===== config.mk =====
export PLATFORM = sky130hd
export DESIGN_NAME = pattern_blinker
export DESIGN_NICKNAME = d
export VERILOG_FILES = /design/src/rtl/blink_pkg.sv /design/src/rtl/blink_phase_timer.sv /design/src/rtl/pattern_blinker.sv
export SDC_FILE = /design/constraint.sdc
export NUM_CORES = 1
export LEC_CHECK = 0
export ABC_AREA = 0
export BUFFER_PORTS_ARGS = -buffer_cell sky130_fd_sc_hd__buf_2
export CAP_MARGIN = 10
export CORE_MARGIN = 5
export CORE_UTILIZATION = 65
export CTS_BUF_LIST = sky130_fd_sc_hd__clkbuf_4 sky130_fd_sc_hd__clkbuf_8 sky130_fd_sc_hd__clkbuf_16
export DETAILED_ROUTE_END_ITERATION = 16
export GPL_ROUTABILITY_DRIVEN = 0
export PLACE_DENSITY_LB_ADDON = 0.1
export SYNTH_ARGS = -nofsm -noshare
export SYNTH_HDL_FRONTEND = slang
export SYNTH_SLANG_ARGS = --single-unit

===== constraint.sdc =====
create_clock -name hwclk -period 4.34 [get_ports hwclk]
set_clock_uncertainty 0.2 [all_clocks]
set_input_delay 0.868 -clock hwclk [delete_from_list [all_inputs] [get_ports hwclk]]
set_output_delay 0.868 -clock hwclk [all_outputs]
set_load 0.02 [all_outputs]

===== src/rtl/blink_pkg.sv =====
// Shared encodings and default timing for the lock-status LED blink sequencer.
package blink_pkg;

  localparam int unsigned MODE_W = 2;

  localparam logic [MODE_W-1:0] MODE_ERROR = 2'd0;
  localparam logic [MODE_W-1:0] MODE_PROG  = 2'd1;
  localparam logic [MODE_W-1:0] MODE_WAIT  = 2'd2;
  localparam logic [MODE_W-1:0] MODE_WRONG = 2'd3;

  typedef enum logic [1:0] {
    IDLE = 2'd0,
    ON   = 2'd1,
    OFF  = 2'd2
  } state_e;

  // Default pattern periods in 12 MHz cycles
  localparam int unsigned DEF_ON0  = 6000000;
  localparam int unsigned DEF_OFF0 = 12000000;
  localparam int unsigned DEF_CNT0 = 3;
  localparam int unsigned DEF_ON1  = 2400000;
  localparam int unsigned DEF_OFF1 = 2400000;
  localparam int unsigned DEF_CNT1 = 5;
  localparam int unsigned DEF_ON2  = 6000000;
  localparam int unsigned DEF_OFF2 = 6000000;
  localparam int unsigned DEF_CNT2 = 0;
  localparam int unsigned DEF_ON3  = 1200000;
  localparam int unsigned DEF_OFF3 = 1200000;
  localparam int unsigned DEF_CNT3 = 2;

  // True when val is representable in w bits
  function automatic logic fits(input logic [63:0] val, input int unsigned w);
    return (val >> w) == 64'd0;
  endfunction

endpackage


===== src/rtl/blink_phase_timer.sv =====
// Loadable phase down-counter; expire is high for the one cycle the count sits at zero.
module blink_phase_timer #(
  parameter int unsigned TIMER_W = 24
) (
  input  logic               hwclk,
  input  logic               rst_n,
  input  logic               clr,
  input  logic               load,
  input  logic [TIMER_W-1:0] value,
  output logic [TIMER_W-1:0] count,
  output logic               expire
);

  always_ff @(posedge hwclk or negedge rst_n) begin
    if (!rst_n) begin
      count  <= '0;
      expire <= 1'b0;
    end else if (clr) begin
      count  <= '0;
      expire <= 1'b0;
    end else if (load) begin
      count  <= value;
      expire <= (value == '0);
    end else if (count != '0) begin
      count  <= count - TIMER_W'(1);
      expire <= (count == TIMER_W'(1));
    end else begin
      expire <= 1'b0;
    end
  end

endmodule


===== src/rtl/pattern_blinker.sv =====
// Multi-channel LED blink sequencer: plays one of four stored on/off/count patterns
// on a latched LED mask, with busy/done status and abort.
module pattern_blinker
  import blink_pkg::*;
#(
  parameter int unsigned N_LED          = 4,
  parameter int unsigned TIMER_W        = 24,
  parameter int unsigned CNT_W          = 4,
  parameter int unsigned LED_ACTIVE_LOW = 0,
  parameter int unsigned ON0            = DEF_ON0,
  parameter int unsigned OFF0           = DEF_OFF0,
  parameter int unsigned CNT0           = DEF_CNT0,
  parameter int unsigned ON1            = DEF_ON1,
  parameter int unsigned OFF1           = DEF_OFF1,
  parameter int unsigned CNT1           = DEF_CNT1,
  parameter int unsigned ON2            = DEF_ON2,
  parameter int unsigned OFF2           = DEF_OFF2,
  parameter int unsigned CNT2           = DEF_CNT2,
  parameter int unsigned ON3            = DEF_ON3,
  parameter int unsigned OFF3           = DEF_OFF3,
  parameter int unsigned CNT3           = DEF_CNT3
) (
  input  logic              hwclk,
  input  logic              rst_n,
  input  logic              start,
  input  logic [MODE_W-1:0] mode,
  input  logic [N_LED-1:0]  led_mask,
  input  logic              abort,
  output logic              busy,
  output logic              done,
  output logic [N_LED-1:0]  led
);

  localparam logic INV = (LED_ACTIVE_LOW != 0);

  if (!(fits(64'(ON0), TIMER_W) && fits(64'(OFF0), TIMER_W) && fits(64'(CNT0), CNT_W) &&
        fits(64'(ON1), TIMER_W) && fits(64'(OFF1), TIMER_W) && fits(64'(CNT1), CNT_W) &&
        fits(64'(ON2), TIMER_W) && fits(64'(OFF2), TIMER_W) && fits(64'(CNT2), CNT_W) &&
        fits(64'(ON3), TIMER_W) && fits(64'(OFF3), TIMER_W) && fits(64'(CNT3), CNT_W)))
  begin : g_table_check
    $error("pattern_blinker: pattern table value wider than TIMER_W/CNT_W");
  end

  // Timer reload values are period-1; a period of 0 is treated as 1
  localparam logic [TIMER_W-1:0] ON_M1 [4] = '{
    TIMER_W'((ON0 == 0) ? 32'd0 : ON0 - 32'd1), TIMER_W'((ON1 == 0) ? 32'd0 : ON1 - 32'd1),
    TIMER_W'((ON2 == 0) ? 32'd0 : ON2 - 32'd1), TIMER_W'((ON3 == 0) ? 32'd0 : ON3 - 32'd1)};
  localparam logic [TIMER_W-1:0] OFF_M1 [4] = '{
    TIMER_W'((OFF0 == 0) ? 32'd0 : OFF0 - 32'd1), TIMER_W'((OFF1 == 0) ? 32'd0 : OFF1 - 32'd1),
    TIMER_W'((OFF2 == 0) ? 32'd0 : OFF2 - 32'd1), TIMER_W'((OFF3 == 0) ? 32'd0 : OFF3 - 32'd1)};
  localparam logic [CNT_W-1:0] CNT_T [4] = '{
    CNT_W'(CNT0), CNT_W'(CNT1), CNT_W'(CNT2), CNT_W'(CNT3)};

  state_e              state_q, state_d;
  logic [MODE_W-1:0]   mode_q, mode_d;
  logic [N_LED-1:0]    mask_q, mask_d;
  logic [CNT_W-1:0]    count_q, count_d;
  logic                busy_d, done_d;
  logic [N_LED-1:0]    led_d;
  logic                last_blink;

  logic                t_clr, t_load, t_expire;
  logic [TIMER_W-1:0]  t_value, t_count;

  logic [TIMER_W-1:0]  on_sel, off_sel;
  logic [CNT_W-1:0]    cnt_sel;

  assign on_sel  = ON_M1[mode_q];
  assign off_sel = OFF_M1[mode_q];
  assign cnt_sel = CNT_T[mode_q];

  blink_phase_timer #(.TIMER_W(TIMER_W)) u_timer (
    .hwclk  (hwclk),
    .rst_n  (rst_n),
    .clr    (t_clr),
    .load   (t_load),
    .value  (t_value),
    .count  (t_count),
    .expire (t_expire)
  );

  // Next state; done is raised one cycle early so it coincides with the final OFF cycle
  always_comb begin
    state_d    = state_q;
    mode_d     = mode_q;
    mask_d     = mask_q;
    count_d    = count_q;
    t_clr      = 1'b0;
    t_load     = 1'b0;
    t_value    = on_sel;
    done_d     = 1'b0;
    last_blink = (cnt_sel != '0) && (CNT_W'(count_q + 1'b1) == cnt_sel);

    if (abort) begin
      state_d = IDLE;
      count_d = '0;
      t_clr   = 1'b1;
    end else begin
      case (state_q)
        IDLE: begin
          if (start) begin
            mode_d  = mode;
            mask_d  = led_mask;
            count_d = '0;
            t_load  = 1'b1;
            t_value = ON_M1[mode];
            state_d = ON;
          end
        end
        ON: begin
          if (t_expire) begin
            t_load  = 1'b1;
            t_value = off_sel;
            state_d = OFF;
            done_d  = last_blink && (off_sel == '0);
          end
        end
        OFF: begin
          if (t_expire) begin
            if (cnt_sel != '0) count_d = CNT_W'(count_q + 1'b1);
            if (last_blink) begin
              state_d = IDLE;
            end else begin
              t_load  = 1'b1;
              t_value = on_sel;
              state_d = ON;
            end
          end else begin
            done_d = last_blink && (t_count == TIMER_W'(1));
          end
        end
        default: state_d = IDLE;
      endcase
    end

    busy_d = (state_d != IDLE);
    led_d  = (state_d == ON) ? mask_d : '0;
    if (INV) led_d = ~led_d;
  end

  always_ff @(posedge hwclk or negedge rst_n) begin
    if (!rst_n) begin
      state_q <= IDLE;
      mode_q  <= '0;
      mask_q  <= '0;
      count_q <= '0;
      busy    <= 1'b0;
      done    <= 1'b0;
      led     <= {N_LED{INV}};
    end else begin
      state_q <= state_d;
      mode_q  <= mode_d;
      mask_q  <= mask_d;
      count_q <= count_d;
      busy    <= busy_d;
      done    <= done_d;
      led     <= led_d;
    end
  end

endmodule


==> results of run 1 <==
## Yosys cell counts, drive strengths merged, types with 6 or more instances
| cell type | number |
|---|---|
| inv | 8 |
| xor2 | 6 |
| nor2 | 24 |
| a21oi | 11 |
| xnor2 | 17 |
| nor3 | 11 |
| a211oi | 11 |
| ha | 10 |
| nor2b | 6 |
| o21ai | 12 |
| dfrtp | 43 |
| nand2 | 16 |
| nor4 | 7 |
## worst max path at each step
| stage | startpoint | slack, ns | endpoint | depth (start not counted) |
|---|---|---|---|---|
| 2_1_floorplan | mode_q[1]$_DFFE_PN0P_ | 1.45 | u_timer.count[17]$_DFFE_PN0P_ | 8 |
| 3_5_place_dp | mode_q[1]$_DFFE_PN0P_ | 1.04 | u_timer.count[15]$_DFFE_PN0P_ | 7 |
| 5_1_grt | mode_q[1]$_DFFE_PN0P_ | 0.82 | u_timer.count[14]$_DFFE_PN0P_ | 7 |
| 3_3_place_gp | mode_q[1]$_DFFE_PN0P_ | 1.17 | u_timer.count[14]$_DFFE_PN0P_ | 7 |
| 4_1_cts | mode_q[1]$_DFFE_PN0P_ | 1.02 | u_timer.count[14]$_DFFE_PN0P_ | 7 |
| 6_report | mode_q[1]$_DFFE_PN0P_ | 1.05 | u_timer.count[14]$_DFFE_PN0P_ | 7 |
## worst max-delay path, delay by kind of cell, from the launching register on
family | cells | cell delay, ns
compound gates | 3 | 1.14
xor+xnor | 1 | 0.36
fa+ha+maj | 1 | 0.24
buf+inv | 1 | 0.14
flops | 1 | 0.49
simple gates | 1 | 0.57
## logic make-up after synthesis
group           Yosys count  share of synthesized area
compound gates           59                      0.181
xor+xnor                 24                     0.0900
fa+ha+maj                10                     0.0500
buf+inv                  15                     0.0260
flops                    43                      0.430
mux                       7                     0.0305
simple gates             92                      0.193
## registers in the layout (all words and copies together) (netlist names)
name            count
busy                1
state_q             2
done                1
count_q             4
mode_q              2
led                 4
u_timer.expire      1
mask_q              4
u_timer.count      24
## final cells by class
cell class	instances	share of cell area
clock inverters	3	0.0174
flip-flops and latches	43	0.393
multi-input cells	192	0.498
well taps	48	0.0220
repair buffers	17	0.0329
clock buffers	5	0.0252
inverters	8	0.0110
## stage by stage
stage / util / cell area (sq um)
final: 0.742 / 2740
after floorplan: - / 2500
after detailed placement: 0.710 / 2620
after global routing: 0.742 / 2740
after CTS: 0.742 / 2740
after global placement: 0.710 / 2620
## power breakdown
group	switching, mW	total [mW]	internal [mW]
sequential	0.0560	0.511	0.454
combinational	0.198	0.341	0.142
clock	0.148	0.323	0.174
total	0.403	1.17	0.771
## per-layer routing
layer  wire length [um]  GRT usage  part of all wire  vias to the layer above
li1                   -          -                 -                      947
met1               2350      0.303              0.44                      943
met2               2590      0.350              0.49                       56
met3                261     0.0512             0.049                       11
met4                123      0.102             0.023                        0
met5                  0          0                 0                        -
==> summary.md, run 1 <==
| Metric | Value |
|---|---|
| Vias in the first global route | `1911` |
| Total global routing overflow | `0` |
| Power after layout | `1.17 mW` |
| CTS tree | `done` |
| Non-filler instance count after layout | `316` |
| Number of buffers added by the clock tree synthesis step | `5` |
| Filler cell count in the final layout | `288` |
| Routed wirelength normalized by instance count | `16.9 um` |
| Antenna-violating nets left | `0` |
| Number of hold-repair buffers added at the cts stage | `0` |
| Final hold violation count | `0` |
| Endpoint of the worst register-to-register path | `u_timer.count[14]$_DFFE_PN0P_` |
| Power per cell area | `429 nW/um^2` |
| Share of post-route cells with drive strength above 1 | `0.142` |
| DP Worst Slack | `1.04 ns` |
| Avg Inst Size Synth | `10.0 sq um` |
| Required time reported for the critical path endpoint | `4.28 ns` |
| Transition at the pin with the smallest max-transition slack | `0.951 ns` |
| Post-CTS resize count | `0` |
| Number of input and output port buffers inserted | `15` |
| Cell area after synthesis | `2500 sq um` |
| Highest-count cells in the layout ignoring fill and taps | `43 x dfrtp_1, 24 x nor2_1, 17 x xnor2_1` |
| Post-Place Cells | `308` |
| Overall die width | `72.1 um` |
| Top_reg_cell synth | `dfrtp_1` |
| Area of combinational cells with multiple inputs | `1360 sq um` |
| Vias post-DR | `1957` |
| Final WS setup | `1.05 ns` |
| Number of instances in the synthesized netlist | `250` |
| WHS Path Cells | `1` |
| Fin nets | `287` |
| # setup viols final | `0` |
| First-pass GRT wire length | `9180 um` |
| Share of flip-flops with an asynchronous set or reset | `1.00` |
| CP Cell Sequence | `inv_1 -> ha_1 -> xor3_1 -> or4_4 -> o21ba_4 -> o41ai_4 -> a211oi_1` |
| FF/Latch Area | `1080 sq um` |
| Fraction of the yosys area taken by sequential cells | `0.430` |
| Number of register bits inferred by synthesis | `43` |
| I/O pin count | `16` |
| Number of warnings issued by yosys | `0` |
| Clock network latency to the later pin of the worst-skew pair | `0.30 ns` |
| Run status | `complete, no violations` |
| Total negative setup slack | `0 ns` |
| Max VDD drop | `412 uV` |
| Longest Clk Path Bufs | `2` |
| Leading cell type in the layout, fill and taps excluded | `dfrtp_1` |
| Distinct cell type count of the synthesized netlist | `51` |
| Period utilisation layout | `0.759` |
| Min cycle time layout | `3.29 ns` |
| Remaining max-slew budget at the tightest pin | `0.366` |
| Standard-cell row count | `22` |
| Launch instance of the worst min-delay path | `mask_q[3]$_DFF_PN0_` |
| Crit path capture type | `flop` |
| Yosys top cell area share | `0.430` |
| Cell type contributing the most total cell area after synthesis | `dfrtp_1` |
| H-tree depth | `2` |
| GR Util All Layers | `0.226` |
| Reg2Reg Launch Point | `mode_q[1]$_DFFE_PN0P_` |
| Number of buffers inserted to repair setup after CTS | `0` |
| Number of synthesized flops with an enable pin | `0` |
| Synth area leaders | `dfrtp_1 43%, xnor2_1 5.9%, ha_1 5.0%` |
| Max-capacitance violation count | `0` |
| Pin count of the biggest net entering global routing | `44` |
| Total count of max-transition violations in the final report | `0` |
| First-pass detailed-route iteration total | `4` |
| Clock root buffer | `clkbuf_8` |
| Total core area | `3690 sq um` |
| Category of the most critical setup path | `reg2reg` |
| Worst-case hold slack | `0.302 ns` |
| Initial DRC count | `187` |
| Synthesis-to-finish area growth | `9.25%` |
| Reg2reg path depth | `7` |
| Unrepaired setup endpoints after global routing | `false` |
| DR vias/cell | `6.19` |
| Type of the most critical hold path | `reg2reg` |
| Sink count of the clock tree | `43` |
| Static Leakage | `1.18 nW` |
| Syn Nets | `270` |
| Register-to-register setup slack | `1.05 ns` |
| Largest driver fanout on the critical path | `14` |
| Clk slew on worst S/H paths | `0.09 ns` |
| Data arrival at the endpoint of the critical path | `3.24 ns` |
| Die height | `72.1 um` |
| Largest stage delay on the critical path | `0.78 ns` |
| Dpl hpwl | `3780 um` |
| Slowest-stage cell, CP | `o41ai_4` |
| Highest attainable clock frequency | `304 MHz` |
| Starting utilization of the core area | `0.679` |
| Total wirelength of the detailed-routed design | `5330 um` |
| Number of inserted diodes | `0` |
| Setup crit start kind | `flop` |
| Drc violations | `0` |
| Antenna violations before repair | `0` |
| Hold worst-path end | `mask_q[3]$_DFF_PN0_` |
| Floorplan die area | `5190 sq um` |
Power figures use the tool's default switching activity.
==> run 2: changes to the inputs <==
- ABC_AREA: 0 -> 1
- CORE_UTILIZATION: 65 -> 61
- clock period: 4.34 -> 3.15 ns (I/O delays scaled with it)
==> run 2 against run 1 <==
  * Clock-buffer cell count increased by 1
  * Via count grew 34%
  * First-iteration DRC count increased by 10%
  * Final cell count is 51% higher
  * Critical endpoint is now u_timer.count[7]$_DFFE_PN0P_
  * Largest cell class unchanged
==> summary.md, run 2 <==
| Metric | Value |
|---|---|
| Run status | `complete, no violations` |
| Share of power burned in the clock network | `0.320` |
| Most used standard cell by instance count after synthesis | `nand2_1` |
| CP Cell Sequence | `inv_1 -> ha_1 -> inv_1 -> nand2_1 -> nand3_1 -> nor2_1 -> nand3_2 -> nand2_4 -> nand2_4 -> o21ai_2 -> nor2_1` |
| Power per cell area | `517 nW/um^2` |
| # setup viols final | `0` |
| Type of the most critical hold path | `in2async` |
| Clock root buffer | `clkbuf_8` |
| Pin count of the biggest net entering global routing | `44` |
| Distinct cell type count of the synthesized netlist | `32` |
| Crit path capture type | `flop` |
| Static Leakage | `1.67 nW` |
| DR vias/cell | `5.47` |
| Antenna violations before repair | `0` |
| Top delay family on crit path | `simple AND/OR/NAND/NOR gates` |
| Max-capacitance violation count | `0` |
| Largest driver fanout on the critical path | `17` |
| Unrepaired setup endpoints after global routing | `false` |
| Fraction of the yosys area taken by sequential cells | `0.377` |
| Avg Inst Size Synth | `7.04 sq um` |
| Top_reg_cell synth | `dfrtp_1` |
| Number of hold-repair buffers added at the cts stage | `0` |
| Number of inserted diodes | `0` |
| Final hold violation count | `0` |
| Number of flip-flops in the largest register | `24` |
| Total wirelength of the detailed-routed design | `6430 um` |
| First-pass GRT wire length | `11200 um` |
| Vias in the first global route | `2520` |
| Antenna-violating nets left | `0` |
| Number of input and output port buffers inserted | `15` |
| Number of buffers inserted to repair setup after CTS | `0` |
| Data arrival at the endpoint of the critical path | `2.57 ns` |
| Number of register bits inferred by synthesis | `43` |
| Worst path bufs/invs | `2` |
| Setup crit start kind | `flop` |
| Floorplan die area | `6150 sq um` |
| Period utilisation layout | `0.829` |
| Clk slew on worst S/H paths | `0.08 ns` |
| Synth top cells by count | `105 x nand2_1, 60 x nor2_1, 53 x inv_1, 43 x dfrtp_1, 30 x nand3_1` |
| Number of instances in the synthesized netlist | `406` |
| Sw power | `534 uW` |
| Min cycle time layout | `2.61 ns` |
| Reg2reg path depth | `11` |
| Number of warnings issued by yosys | `0` |
| GR Util All Layers | `0.231` |
| Synth area leaders | `dfrtp_1 38%, nand2_1 14%, nor2_1 7.9%` |
| Longest Clk Path Bufs | `2` |
| Utilization of the core after routing | `0.671` |
| Largest stage delay on the critical path | `0.59 ns` |
| Total count of max-transition violations in the final report | `0` |
| Initial DRC count | `206` |
| H-tree depth | `2` |
| Remaining max-slew budget at the tightest pin | `0.365` |
| Yosys top cell area share | `0.377` |
| P_int | `1.07 mW` |
| Drc violations | `0` |
| Slowest-stage cell, CP | `o21ai_2` |
| Syn Nets | `426` |
| Vias post-DR | `2617` |
| Post-CTS resize count | `0` |
| Synthesis-to-finish area growth | `8.71%` |
| Total negative setup slack | `0 ns` |
| Standard-cell row count | `25` |
| Switching share of power | `0.332` |
| Combinational share of power | `0.273` |
| Cell type contributing the most total cell area after synthesis | `dfrtp_1` |
| Max VDD drop | `311 uV` |
| Portion of total power attributed to sequential cells | `0.407` |
| Dpl hpwl | `4880 um` |
| Sink count of the clock tree | `43` |
| Leading cell type in the layout, fill and taps excluded | `nand2_1` |
| Starting utilization of the core area | `0.617` |
| CTS tree | `done` |
| Register containing the most flip-flops in the final layout | `u_timer.count` |
| Category of the most critical setup path | `reg2reg` |
| Fin nets | `443` |
| Share of post-route cells with drive strength above 1 | `0.123` |
| Routed wirelength normalized by instance count | `13.5 um` |
| Die height | `78.4 um` |
| Required time reported for the critical path endpoint | `3.11 ns` |
| Cell area after synthesis | `2860 sq um` |
| Number of synthesized flops with an enable pin | `0` |
| WP depth | `11` |
| Highest-count cells in the layout ignoring fill and taps | `105 x nand2_1, 60 x nor2_1, 53 x inv_1` |
| Share of flip-flops with an asynchronous set or reset | `1.00` |
| Number of buffers added by the clock tree synthesis step | `5` |
| Total core area | `4630 sq um` |
| I/O pin count | `16` |
| Filler cell count in the final layout | `404` |
| Total global routing overflow | `0` |
| Overall die width | `78.4 um` |
| Clock network latency to the later pin of the worst-skew pair | `0.29 ns` |
| Transition at the pin with the smallest max-transition slack | `0.952 ns` |
| First-pass detailed-route iteration total | `5` |
| Highest attainable clock frequency | `383 MHz` |
==> run 2: changes by cell type after synthesis, moves of 5 or more <==
cell,previous run,this run
mux2_2,5,0
nand2_1,16,105
xnor2_1,17,3
o21ai_0,12,27
nor2_2,0,13
a21boi_0,5,0
a211oi_1,11,0
nor3_1,11,5
nand3_1,4,30
nand2b_1,5,0
inv_1,8,53
nor2_1,24,60
nor2b_1,6,0
==> run 2: final cells by class <==
cell class              count  area (sq um)  area share
clock buffers               6          76.3      0.0246
clock inverters             2          60.1      0.0193
inverters                  56           210      0.0677
multi-input cells         301          1530       0.494
flip-flops and latches     43          1080       0.346
well taps                  54          67.6      0.0217
repair buffers             16          82.6      0.0266
==> run 2: cells by family after synthesis <==
logic type | after synthesis | share of synthesized area
flip-flops | 43 | 0.377
XOR/XNOR | 12 | 0.0368
AO/OA/AOI/OAI | 46 | 0.0884
adder cells (fa/ha/maj) | 10 | 0.0438
buffers and inverters | 62 | 0.0867
AND/OR/NAND/NOR | 233 | 0.368
==> run 2: path summary, 6_finish.rpt <==
path | slack [ns] | start | endpoint
max | 0.54 | mode_q[1]$_DFFE_PN0P_ | u_timer.count[7]$_DFFE_PN0P_
min | 0.27 | rst_n | u_timer.count[4]$_DFFE_PN0P_
max reg2reg | 0.54 | mode_q[1]$_DFFE_PN0P_ | u_timer.count[7]$_DFFE_PN0P_
min reg2reg | 0.31 | u_timer.count[1]$_DFFE_PN0P_ | u_timer.count[1]$_DFFE_PN0P_
max in group asynchronous | 1.88 | rst_n | u_timer.expire$_DFF_PN0_
min in group hwclk | 0.31 | u_timer.count[1]$_DFFE_PN0P_ | u_timer.count[1]$_DFFE_PN0P_
==> run 2: routing by layer <==
metal,wire length [um],global-route usage
met1,2840,0.292
met4,186,0.0909
met5,0,0
met3,237,0.0447
met2,3170,0.390
==> run 2: worst reg2reg max path, cell delays in order (launching register included) <==
cell and delay (ns):
dfrtp_1 0.47, inv_1 0.14, ha_1 0.32, inv_1 0.06, nand2_1 0.06, nand3_1 0.06, nor2_1 0.11, nand3_2 0.12
nand2_4 0.12, nand2_4 0.13, o21ai_2 0.59, nor2_1 0.11
==> run 2: metrics by stage <==
step,power [mW],std cells,instance area [sq um],hold WS [ns],setup slack (ns)
3_5_place_dp,1.09,470,2970,0.298,0.517
3_3_place_gp,1.09,470,2970,0.292,0.627
2_1_floorplan,0.991,406,2860,0.134,1.10
5_1_grt,1.71,478,3110,0.347,0.300
4_1_cts,1.61,478,3110,0.315,0.505
6_report,1.61,478,3110,0.266,0.538
==> run 2: power groups by stage <==
stage          Clock, mW  Sequential [mW]  Combinational (mW)
6_report           0.514            0.653               0.439
5_1_grt            0.549            0.663               0.499
4_1_cts            0.521            0.652               0.437
3_5_place_dp           0            0.663               0.431
3_3_place_gp           0            0.663               0.426
2_1_floorplan          0            0.660               0.331
==> run 3: changes to the inputs <==
- ABC_AREA: 1 -> 0
- CORE_UTILIZATION: 61 -> 54
- clock period: 3.15 -> 2.1 ns (I/O delays scaled with it)
==> run 3 against run 2 <==
  * Fmax up 5.0%
  * Clock power up 2%
  * Global-route usage down 2.5 points
  * The run now ends with negative setup slack left
  * Utilization up 7.4 points
  * Critical endpoint is now u_timer.count[9]$_DFFE_PN0P_
==> summary.md, run 3 (synthesis gave the netlist of run 1 again) <==
| Metric | Value |
|---|---|
| Run status | `finished with violations` |
| Violations in the final reports | `negative setup slack` |
| Leading cell type in the layout, fill and taps excluded | `buf_4` |
| Share of post-route cells with drive strength above 1 | `0.359` |
| Register containing the most flip-flops in the final layout | `u_timer.count` |
| Sink count of the clock tree | `43` |
| Reg2Reg Launch Point | `count_q[1]$_DFFE_PN0P_` |
| Largest driver fanout on the critical path | `14` |
| Number of inserted diodes | `0` |
| Register-to-register setup slack | `-0.39 ns` |
| CP Cell Sequence | `ha_2 -> xor3_1 -> or4_4 -> o21ba_4 -> o41ai_4 -> buf_12 -> a211oi_1` |
| Type of the most critical hold path | `in2reg` |
| Data arrival at the endpoint of the critical path | `2.46 ns` |
| Max VDD drop | `476 uV` |
| Antenna-violating nets left | `0` |
| Reg2reg path depth | `7` |
| Slowest-stage cell, CP | `or4_4` |
| Fin nets | `342` |
| Vias post-DR | `2136` |
| Total wirelength of the detailed-routed design | `5850 um` |
| H-tree depth | `2` |
| Worst Setup EP | `u_timer.count[9]$_DFFE_PN0P_` |
| Area of combinational cells with multiple inputs | `1490 sq um` |
| Largest stage delay on the critical path | `0.48 ns` |
| Source of the critical timing path | `count_q[1]$_DFFE_PN0P_` |
| Number of flip-flops in the largest register | `24` |
| Antenna violations before repair | `0` |
| Clk slew on worst S/H paths | `0.08 ns` |
| Initial DRC count | `108` |
| Drc violations | `0` |
| Floorplan die area | `6100 sq um` |
| Total core area | `4410 sq um` |
| Die height | `78.1 um` |
| Unrepaired setup endpoints after global routing | `true` |
| DR vias/cell | `5.70` |
| Worst-case hold slack | `0.169 ns` |
| I/O pin count | `16` |
| Dpl hpwl | `4460 um` |
| Static Leakage | `1.46 nW` |
| Pin count of the biggest net entering global routing | `25` |
| Total global routing overflow | `0` |
| First-pass GRT wire length | `10100 um` |
| Highest attainable clock frequency | `402 MHz` |
| Number of buffers added by the clock tree synthesis step | `5` |
| Final WS setup | `-0.388 ns` |
| Final hold violation count | `0` |
| Overall die width | `78.1 um` |
| Category of the most critical setup path | `reg2reg` |
| GR Util All Layers | `0.206` |
| Period utilisation layout | `1.18` |
| Synthesis-to-finish area growth | `31.4%` |
| Transition at the pin with the smallest max-transition slack | `0.737 ns` |
| Max-capacitance violation count | `0` |
| Power after layout | `2.60 mW` |
| FF/Latch Area | `1080 sq um` |
| First-pass detailed-route iteration total | `4` |
| Routed wirelength normalized by instance count | `15.6 um` |
| Vias in the first global route | `2155` |
| Required time reported for the critical path endpoint | `2.08 ns` |
| Clock network latency to the later pin of the worst-skew pair | `0.30 ns` |
| Power per cell area | `789 nW/um^2` |
| Highest-count cells in the layout ignoring fill and taps | `50 x buf_4, 41 x dfrtp_1, 21 x nor2_1` |
| Longest Clk Path Bufs | `2` |
| Standard-cell row count | `24` |
| Number of input and output port buffers inserted | `15` |
| Remaining max-slew budget at the tightest pin | `0.507` |
| Crit path capture type | `flop` |
| CTS tree | `done` |
| # setup viols final | `32` |
| Clock root buffer | `clkbuf_8` |
| Total count of max-transition violations in the final report | `0` |
| Min cycle time layout | `2.49 ns` |
| Endpoint of the worst register-to-register path | `u_timer.count[9]$_DFFE_PN0P_` |
| Starting utilization of the core area | `0.567` |
| Filler cell count in the final layout | `319` |
| Setup crit start kind | `flop` |
-- run 3: power by group --
group	switching (mW)	internal (mW)
logic	0.528	0.518
registers	0.0841	0.941
clock network	0.267	0.259
total	0.879	1.72
-- run 3: per-stage QoR --
stage	setup TNS (ns)	setup slack [ns]	std cells	cell area, sq um	utilization
6_report	-10.13	-0.388	375	3290	0.745
5_1_grt	-12.90	-0.487	375	3290	0.745
4_1_cts	-10.08	-0.381	373	3240	0.734
3_5_place_dp	-10.93	-0.459	362	3080	0.698
3_3_place_gp	-9.46	-0.374	362	3080	0.698
2_1_floorplan	-10.21	-0.422	250	2580	-
-- run 3: layout make-up --
type	count	share of cell area
multi-input combinational	192	0.452
sequential	43	0.328
timing repair buffer	72	0.163
clock buffer	7	0.0255
tap	52	0.0198
inverter	8	0.0106
clock inverter	1	0.00152
-- run 3: critical path: cells and delay by family, from the launching register on --
family	cells	cell delay, ns
adders and majority gates	1	0.19
AOI/OAI and AO/OA	3	0.55
and+or+nand+nor	1	0.48
DFF	1	0.36
buffers and inverters	1	0.19
xor gates and xnor gates	1	0.39
-- run 3: worst min-delay path by stage --
stage / startpoint / endpoint / slack (ns) / depth (start not counted)
detailed placement: rst_n / u_timer.count[20]$_DFFE_PN0P_ / 0.22 / 1
global placement: rst_n / u_timer.count[20]$_DFFE_PN0P_ / 0.21 / 1
finish: led_mask[1] / mask_q[1]$_DFF_PN0_ / 0.17 / 2
floorplan: rst_n / busy$_DFF_PN0_ / -0.08 / 0
global route: led_mask[1] / mask_q[1]$_DFF_PN0_ / 0.16 / 2
CTS: mode[0] / mode_q[0]$_DFFE_PN0P_ / 0.15 / 3
-- run 3: timing repair --
item	in CTS	in global routing
resized for setup	13	8
endpoints found under the setup margin	32	32
setup buffers	2	2
hold buffers	1	0
pin swaps	6	2
endpoints found under the hold margin	22	0
-- run 3: metal layers --
layer	up-vias	wire, um	global-route usage
met5	-	0	0
met4	0	114	0.0642
met3	12	204	0.0389
met2	43	2860	0.337
met1	1032	2670	0.277
li1	1049	-	-
